--- config.mk ---
export PLATFORM = sky130hd
export DESIGN_NAME = td4_prog_loader
export DESIGN_NICKNAME = d
export VERILOG_FILES = /design/src/rtl/td4_prog_loader.sv
export SDC_FILE = /design/constraint.sdc
export NUM_CORES = 1
export LEC_CHECK = 0
export CAP_MARGIN = 5
export CORE_ASPECT_RATIO = 0.9
export CORE_MARGIN = 3
export CORE_UTILIZATION = 60
export DETAILED_ROUTE_END_ITERATION = 10
export PLACE_DENSITY_LB_ADDON = 0.1
export SYNTH_ARGS = -nofsm -noshare
export SYNTH_HDL_FRONTEND = slang
export SYNTH_SLANG_ARGS = --single-unit
--- constraint.sdc ---
create_clock -name clk -period 6.7 [get_ports clk]
set_input_delay 1.675 -clock clk [delete_from_list [all_inputs] [get_ports clk]]
set_output_delay 1.675 -clock clk [all_outputs]
set_load 0.005 [all_outputs]
--- src/rtl/td4_prog_loader.sv ---
`timescale 1ns/1ps
`default_nettype none
// ============================================================================
// Module   : td4_prog_loader
// Purpose  : Writable 16x8 program memory for the TD4 CPU. A host streams a
//            16-byte image followed by one checksum byte over a valid/ready
//            byte port. The block holds the CPU in reset (cpu_run low) until
//            the checksum of the received image has been verified. The CPU
//            fetches instructions combinationally through adr/instr.
// Revision : 1.0 - initial release
// ----------------------------------------------------------------------------
// Ports
//   clk        in   1      system clock, rising edge
//   reset      in   1      asynchronous reset, active low
//   load_start in   1      one-cycle pulse: begin a new image load at word 0
//   load_valid in   1      load_data carries a byte
//   load_data  in   8      image byte, or checksum byte after word 15
//   load_ready out  1      a byte is accepted this cycle (LOAD / CHECK)
//   adr        in   AW     CPU fetch address
//   instr      out  8      mem[adr], zero latency
//   cpu_run    out  1      image verified, CPU may execute
//   error      out  1      last load failed its checksum
//   busy       out  1      load in progress (LOAD / CHECK)
// ============================================================================
module td4_prog_loader #(
    parameter int WORDS = 16,
    parameter int AW    = 4
) (
    input  logic          clk,
    input  logic          reset,
    input  logic          load_start,
    input  logic          load_valid,
    input  logic [7:0]    load_data,
    output logic          load_ready,
    input  logic [AW-1:0] adr,
    output logic [7:0]    instr,
    output logic          cpu_run,
    output logic          error,
    output logic          busy
);

    // ------------------------------------------------------------------------
    // Types and constants
    // ------------------------------------------------------------------------
    typedef enum logic [2:0] {
        ST_IDLE  = 3'd0,
        ST_LOAD  = 3'd1,
        ST_CHECK = 3'd2,
        ST_RUN   = 3'd3,
        ST_ERROR = 3'd4
    } state_t;

    localparam logic [AW-1:0] c_last_wp = AW'(WORDS - 1);

    // ------------------------------------------------------------------------
    // State
    // ------------------------------------------------------------------------
    state_t          state_q, state_d;
    logic [AW-1:0]   wp_q, wp_d;
    logic [7:0]      sum_q, sum_d;
    logic [7:0]      mem_q [WORDS];

    logic            load_ready_q, load_ready_d;
    logic            busy_q, busy_d;
    logic            cpu_run_q, cpu_run_d;
    logic            error_q, error_d;

    logic            w_xfer;
    logic            w_mem_we;

    // A byte moves only when the block is advertising ready; ready is a
    // registered copy of "state is LOAD or CHECK", so this is the handshake.
    assign w_xfer = load_valid && load_ready_q;

    // ------------------------------------------------------------------------
    // Next-state logic
    // ------------------------------------------------------------------------
    always_comb begin
        state_d  = state_q;
        wp_d     = wp_q;
        sum_d    = sum_q;
        w_mem_we = 1'b0;

        if (load_start) begin
            // Start wins over any byte offered in the same cycle, in every
            // state; the coincident byte is simply not consumed.
            state_d = ST_LOAD;
            wp_d    = '0;
            sum_d   = '0;
        end else begin
            case (state_q)
                ST_LOAD: begin
                    if (w_xfer) begin
                        w_mem_we = 1'b1;
                        sum_d    = sum_q + load_data;
                        if (wp_q == c_last_wp) begin
                            wp_d    = '0;
                            state_d = ST_CHECK;
                        end else begin
                            wp_d = wp_q + 1'b1;
                        end
                    end
                end
                ST_CHECK: begin
                    // The checksum byte is compared only, never stored.
                    if (w_xfer) begin
                        state_d = (load_data == sum_q) ? ST_RUN : ST_ERROR;
                    end
                end
                default: begin
                    // IDLE, RUN and ERROR hold until the next start pulse;
                    // bytes offered here are ignored.
                end
            endcase
        end
    end

    // Outputs are registered copies of the decoded next state, so they change
    // on the same edge as the state itself.
    always_comb begin
        load_ready_d = (state_d == ST_LOAD) || (state_d == ST_CHECK);
        busy_d       = (state_d == ST_LOAD) || (state_d == ST_CHECK);
        cpu_run_d    = (state_d == ST_RUN);
        error_d      = (state_d == ST_ERROR);
    end

    // ------------------------------------------------------------------------
    // Control registers
    // ------------------------------------------------------------------------
    always_ff @(posedge clk or negedge reset) begin
        if (!reset) begin
            state_q      <= ST_IDLE;
            wp_q         <= '0;
            sum_q        <= '0;
            load_ready_q <= 1'b0;
            busy_q       <= 1'b0;
            cpu_run_q    <= 1'b0;
            error_q      <= 1'b0;
        end else begin
            state_q      <= state_d;
            wp_q         <= wp_d;
            sum_q        <= sum_d;
            load_ready_q <= load_ready_d;
            busy_q       <= busy_d;
            cpu_run_q    <= cpu_run_d;
            error_q      <= error_d;
        end
    end

    // ------------------------------------------------------------------------
    // Program memory. Cleared on reset so an abandoned partial image can never
    // be fetched by the CPU.
    // ------------------------------------------------------------------------
    always_ff @(posedge clk or negedge reset) begin
        if (!reset) begin
            for (int i = 0; i < WORDS; i++) begin
                mem_q[i] <= 8'h00;
            end
        end else if (w_mem_we) begin
            mem_q[wp_q] <= load_data;
        end
    end

    // ------------------------------------------------------------------------
    // Outputs
    // ------------------------------------------------------------------------
    assign instr      = mem_q[adr];
    assign load_ready = load_ready_q;
    assign busy       = busy_q;
    assign cpu_run    = cpu_run_q;
    assign error      = error_q;

endmodule
`default_nettype wire
# After elaboration in Yosys (flattened, before gate mapping)
# Cells that the tools add are included.
[totals] register_bits=146
[classes] n_mux=22 n_eq_ne=8 order_cmp=3 n_reduce_logical=6 n_bitwise=2 n_addsub=2
[op_table] cell="128-bit bitwise mux" n=1
[op_table] cell="8-bit two-way mux" n=6
[op_table] cell="8-bit binary-select mux with 4-bit select" n=1
[op_table] cell="8-bit demux with 4-bit select" n=1
[op_table] cell="4-bit two-way mux" n=4
[op_table] cell="3-bit two-way mux" n=5
[op_table] cell="5-bit greater-or-equal comparator, second input constant" n=2
[op_table] cell="4-bit NOT with 5-bit output" n=2
[op_table] cell="3-bit by 2-bit == test with 1-bit output, second input constant" n=3
[op_table] cell="8-bit adder" n=1
[op_table] cell="8-bit == test" n=1
[op_table] cell="3-bit by 1-bit == test with 1-bit output, second input constant" n=2
[op_table] cell="3-bit one-hot mux with 2 select lines" n=1
[op_table] cell="5-bit by 1-bit less-than comparator with 1-bit output, second input constant" n=1
[op_table] cell="4-bit by 1-bit adder with 4-bit output, second input constant" n=1
[op_table] cell="4-bit == test, second input constant" n=1
[op_table] cell="2-bit nonzero test" n=2
[op_table] cell="3-bit == test, second input constant" n=1
[op_table] cell="1-bit two-way mux" n=3
[op_table] cell="1-bit logical AND" n=2
[op_table] cell="2-bit AND reduction" n=1
[op_table] cell="1-bit logical OR" n=1

# Depth between registers and ports, before layout
# Gate-level depths: netlist (run 1).
[depth] depth_word=7 ltp_mapped=7

# Least setup slack after synthesis (run 1)
# Ideal clock, no wire load.
[synth_path] path_kind="input -> output" from="input port adr[0]" to="output port instr[0]" path_slack_ns=2.013 cell_stages=4 t_required_ns=5.025 t_arrival_ns=3.012 path_cell_list="buf_2 -> buf_4 -> mux4_2 -> mux4_2"
[synth_via] elab_chain_len=4
[synth_lines] item="from (decl)" line_no="35" rtl="input logic [AW-1:0] adr,"
[synth_lines] item="4-bit NOT with 5-bit output (not written as such)" line_no="167" rtl="assign instr = mem_q[adr];"
[synth_lines] item="8-bit binary-select mux with 4-bit select" line_no="167"
[synth_lines] item="8-bit two-way mux (not written as such) (2 in series)" line_no="167"
[synth_lines] item="to (decl)" line_no="36" rtl="output logic [7:0] instr,"
# No other way between the ends. The select of a mux whose other input is x is not followed.

# Worst setup path in the final report (run 1)
[layout_path] from="input port adr[0]" to="output port instr[1]"
# The elaborated chain is that of the path after synthesis.

==> impl_metrics.py, run 1 <==
metrics = {
    "place": {
        "numPortBuffers": 27,
        "place_hpwl_um": 9390,
        "post-place-cells": 616,
        "gp_congestion": 0.746,
        "place_area_mm2": 0.00745,
    },
    "clock_network": {
        "postCtsSetupBuffers": 0,
        "clock-sinks": 146,
        "ctsLongestPathBuffers": 2,
        "cts-buffers-inserted": 17,
        "htreeDepth": 4,
        "insertion_delay_ps": 420,
        "hold_buffers": 0,
        "postCtsResizedCells": 0,
        "cts_tree": "built",
        "clk_pin_slew_worst_paths_ps": 60,
        "cts-root-buf": "clkbuf_16",
    },
    "floorplan": {
        "num_io_pins": 28,
        "dieHeight_um": 109,
        "rows": 37,
        "coreArea_mm2": 0.0115,
        "start_util": 0.619,
        "die_area_mm2": 0.0132,
        "dieWidth_um": 121,
    },
    "synth": {
        "synth-async-reset-ratio": 1.00,
        "muxShareOfSynthArea": 0.337,
        "ys_top_cells_by_count": "dfrtp_1 (146), mux2_2 (121), mux4_2 (40)",
        "synth.most_common_cell": "dfrtp_1",
        "synth_top_area_share": 0.514,
        "syn_area_mm2": 0.00711,
        "ys_top_cells_by_area": "dfrtp_1 (51%), mux2_2 (19%), mux4_2 (13%)",
        "synth_top_family_by_area": "multiplexers",
        "synth_top_cell_by_area": "dfrtp_1",
        "synth_cell_types": 42,
        "synth_compound_area_frac": 0.0261,
        "synth_edf_count": 0,
        "synthCells": 460,
        "avgSynthCellArea_um2": 15.4,
        "synth_ff_type": "dfrtp_1",
        "synth-simple-area-share": 0.0694,
        "yosysSeqAreaShare": 0.514,
        "synth.net_count": 488,
        "synth-xor-area-share": 0.00740,
        "ys_seq_elements": 146,
        "yosysWarnings": 0,
        "synthAdderAreaFrac": 0.0222,
    },
    "sta": {
        "skew_ps": 7.93,
        "slew_headroom": 0.390,
        "post-route-min-period_ps": 5660,
        "setup_tns_ps": 0,
        "hold_ws_ps": 498,
        "worst_slew_pin_slew_ps": 911,
        "finalCritPeriodShare": 0.845,
        "setup_viol": 0,
        "hold_viol_final": 0,
        "max_freq_ghz": 0.177,
        "rsz0062_at_grt": "no",
        "drv_slew": 0,
    },
    "drt": {
        "viasPerCell": 6.17,
        "wire_per_inst_um": 23.6,
        "wl_um": 15300,
        "dr.pass1.iters": 5,
        "drc": 0,
        "antenna_left": 0,
        "via_count": 3992,
        "drtIter0Drc": 290,
    },
    "layout": {
        "syn_to_final_growth_pct": 13.1,
        "drive_gt1_frac": 0.452,
        "n_antenna_cell": 0,
        "finish.instance_area_mm2": 0.00804,
        "fin_util": 0.700,
        "nets": 507,
        "final_cell_count_no_fill": 647,
    },
    "power": {
        "p_int_mw": 1.64,
        "pwr-share-comb": 0.104,
        "ir_worst_vdd_mv": 0.169,
        "seq_power_share": 0.455,
        "p_clk_frac": 0.440,
        "switching_share": 0.230,
        "power.density_mw_per_mm2": 265,
        "p_leak_nw": 3.77,
        "power_switching_mw": 0.490,
    },
    "grt": {
        "grt_max_degree": 91,
        "gr-usage-all-layers": 0.258,
        "grt_antenna_before_repair": 0,
        "grt_pass1_vias": 4311,
        "grt_pass1_wl_um": 24700,
        "grt_overflow_total": 0,
    },
    "min_path": {
        "min_path_type": "reg2reg",
    },
    "critical_path": {
        "cp-start-kind": "input pin",
        "arrival_ps": 3980,
        "crit_type": "in2out",
        "end_kind": "output pin",
        "path_max_fanout": 18,
        "cp.required_ps": 5030,
        "r2r_slack_ps": 4250,
    },
    "job": {
        "cap_violations": 0,
    },
    "outcome": {
        "status": "finished, final reports clean",
    },
}
## area by class of cell
type | instances | area (um^2)
clock buffers | 22 | 484
clock inverters | 9 | 104
fillers | 835 | 3450
inverters | 4 | 15.0
multi-input cells | 280 | 3280
flip-flops and latches | 146 | 3650
well taps | 156 | 195
repair buffers | 30 | 302
## final timing paths
kind | from | end | depth (start not counted)
min | mem_q[41]$_DFFE_PN0P_ | mem_q[41]$_DFFE_PN0P_ | 1
max in group asynchronous | reset | mem_q[16]$_DFFE_PN0P_ | 2
min in group asynchronous | reset | mem_q[120]$_DFFE_PN0P_ | 1
max | adr[0] | instr[1] | 5
min reg2reg | mem_q[41]$_DFFE_PN0P_ | mem_q[41]$_DFFE_PN0P_ | 1
max reg2reg | state_q[2]$_DFF_PN0_ | mem_q[19]$_DFFE_PN0P_ | 5
## registers in the layout (all words and copies together) (netlist names)
| signal | cells |
|---|---|
| error | 1 |
| cpu_run | 1 |
| sum_q | 8 |
| mem_q | 128 |
| state_q | 3 |
| busy | 1 |
| wp_q | 4 |
## layout by cell type, fill, tap and decap left out, types with 2 or more instances in the layout
cell	count
xnor2_1	3
nand3_4	9
nand4_2	3
o21ai_0	4
nor4_1	2
bufinv_16	2
nor3_1	4
and3_1	4
mux4_2	40
clkinvlp_4	2
nor2_1	6
dfrtp_1	146
mux2_4	8
nand2_1	15
xor2_1	3
clkbuf_16	17
buf_4	2
clkinv_2	4
or4_1	2
nor2b_1	5
clkdlybuf4s50_1	25
clkbuf_8	4
mux2_2	121
o21a_1	3
nand3b_1	2
a21oi_1	12
nand3_2	4
a21o_1	3
inv_1	4
ha_1	11
a31oi_1	3
## through the flow
stage	setup WS, ps	power, mW
after floorplan	2010	1.13
after global placement	1030	1.20
after detailed placement	1020	1.21
after CTS	1000	2.14
after global routing	918	2.21
final	1040	2.13
## layer usage
metal / GRT usage / vias to the layer above / wire length (um)
met5: 0 / - / 0
met4: 0.0866 / 0 / 284
met3: 0.0571 / 20 / 601
met2: 0.423 / 83 / 7610
met1: 0.349 / 2119 / 6780
li1: - / 1770 / -
## worst max-delay path, stage by stage
cell and delay, ps:
buf_2 530, buf_12 260, mux4_2 530, mux4_2 500
clkdlybuf4s50_1 460
## power groups by stage
stage / clock network [mW] / registers, mW / logic, mW
2_1_floorplan: 0 / 0.973 / 0.157
3_3_place_gp: 0 / 0.981 / 0.215
3_5_place_dp: 0 / 0.984 / 0.222
4_1_cts: 0.948 / 0.969 / 0.224
5_1_grt: 0.991 / 0.975 / 0.243
6_report: 0.938 / 0.969 / 0.221
## cell families (layout without fill, tap and decap cells)
logic type / count (synthesis) / after routing
mux: 170 / 170
flops: 146 / 146
fa+ha+maj: 12 / 12
xor+xnor: 6 / 6
buf+inv: 34 / 65
simple gates: 62 / 62
compound gates: 30 / 30
Note: power is estimated with default switching activity, not from simulation.
==> inputs of run 2 (changes only) <==
Clock period 6.7 ns to 5.4 ns, I/O delays scaled along.
==> impl_metrics.py, run 2 (synthesized netlist as in run 1, its figures left out) <==
metrics = {
    "place": {
        "place_hpwl_um": 9320,
        "numPortBuffers": 27,
        "place_ws_ps": 654,
        "post-place-cells": 617,
        "gp_congestion": 0.799,
        "place_area_mm2": 0.00747,
    },
    "sta": {
        "hold_viol_final": 0,
        "post-route-min-period_ps": 4750,
        "skew_ps": 4.95,
        "setup_viol": 0,
        "setup_tns_ps": 0,
        "hold_ws_ps": 499,
        "worst_slew_pin_slew_ps": 1040,
        "setup_ws_ps": 654,
        "rsz0062_at_grt": "no",
        "finalCritPeriodShare": 0.879,
        "max_freq_ghz": 0.211,
        "drv_slew": 0,
        "slew_headroom": 0.307,
    },
    "power": {
        "p_leak_nw": 3.75,
        "ir_worst_vdd_mv": 0.183,
        "power_mw": 2.56,
        "power.density_mw_per_mm2": 320,
    },
    "grt": {
        "grt_max_degree": 118,
        "grt_pass1_vias": 4334,
        "grt_pass1_wl_um": 24400,
        "gr-usage-all-layers": 0.254,
        "grt_antenna_before_repair": 0,
        "grt_overflow_total": 0,
    },
    "layout": {
        "n_antenna_cell": 0,
        "nets": 508,
        "nFillCells": 810,
        "final_cell_count_no_fill": 648,
        "regMostFlops": "mem_q",
        "finish.instance_area_mm2": 0.00801,
        "largest_register_ffs": 128,
        "fin_util": 0.698,
        "syn_to_final_growth_pct": 12.7,
        "layout_common_cells": "dfrtp_1 (146), mux2_2 (121), mux4_2 (40), clkdlybuf4s50_1 (25), clkbuf_16 (17)",
        "drive_gt1_frac": 0.453,
        "final_common_cell": "dfrtp_1",
        "reg.largest.list": "mem_q: 128 flops, sum_q: 8 flops, wp_q: 4 flops",
    },
    "outcome": {
        "status": "finished, final reports clean",
    },
    "clock_network": {
        "postCtsSetupBuffers": 0,
        "postCtsResizedCells": 0,
        "insertion_delay_ps": 430,
        "clock-sinks": 146,
        "htreeDepth": 4,
        "ctsLongestPathBuffers": 2,
        "clk_pin_slew_worst_paths_ps": 60,
        "cts-root-buf": "clkbuf_16",
        "cts_tree": "built",
        "hold_buffers": 0,
        "cts-buffers-inserted": 17,
    },
    "critical_path": {
        "cp.required_ps": 4050,
        "cp-start-kind": "input pin",
        "crit_type": "in2out",
        "path_max_fanout": 32,
        "arrival_ps": 3400,
        "end_kind": "output pin",
    },
    "drt": {
        "dr.pass1.iters": 4,
        "wire_per_inst_um": 23.2,
        "via_count": 4004,
        "wl_um": 15000,
        "antenna_left": 0,
        "viasPerCell": 6.18,
        "drtIter0Drc": 270,
        "drc": 0,
    },
    "min_path": {
        "min_path_type": "reg2reg",
    },
    "floorplan": {
        "start_util": 0.619,
        "dieWidth_um": 121,
        "die_area_mm2": 0.0132,
        "coreArea_mm2": 0.0115,
        "num_io_pins": 28,
        "rows": 37,
        "dieHeight_um": 109,
    },
    "job": {
        "cap_violations": 0,
    },
}
## run 2: path summary, 6_finish.rpt
check / from / to / slack [ps] / depth (start not counted)
worst max-delay path: adr[1] / instr[3] / 650 / 5
worst min-delay path: mem_q[13]$_DFFE_PN0P_ / mem_q[13]$_DFFE_PN0P_ / 500 / 1
worst max register to register: state_q[2]$_DFF_PN0_ / mem_q[16]$_DFFE_PN0P_ / 2930 / 5
worst min register to register: mem_q[13]$_DFFE_PN0P_ / mem_q[13]$_DFFE_PN0P_ / 500 / 1
max in group asynchronous: reset / mem_q[30]$_DFFE_PN0P_ / 3360 / 2
min in group asynchronous: reset / mem_q[64]$_DFFE_PN0P_ / 1060 / 1
## run 2: critical path, stage by stage
cell             delay, ps
clkdlybuf4s50_1        510
buf_12                 220
mux4_2                 320
mux4_2                 500
clkdlybuf4s50_1        460
## run 2: report_power, final
group | switching (mW) | internal, mW
Combinational | 0.131 | 0.145
Clock | 0.456 | 0.628
Sequential | 0.0385 | 1.17
## run 2: area by class of cell
| type | count | area [um^2] | area share |
|---|---|---|---|
| Clock buffer | 18 | 429 | 0.0536 |
| Inverter | 4 | 15.0 | 0.00187 |
| Clock inverter | 13 | 114 | 0.0142 |
| Multi-Input combinational cell | 280 | 3280 | 0.410 |
| Timing Repair Buffer | 31 | 322 | 0.0401 |
| Tap cell | 156 | 195 | 0.0244 |
| Sequential cell | 146 | 3650 | 0.456 |
## run 2: layer usage
layer  part of all wire  GRT usage
met2               0.49      0.411
met3              0.060     0.0596
met1               0.43      0.339
met4              0.018      0.101
met5                  0          0
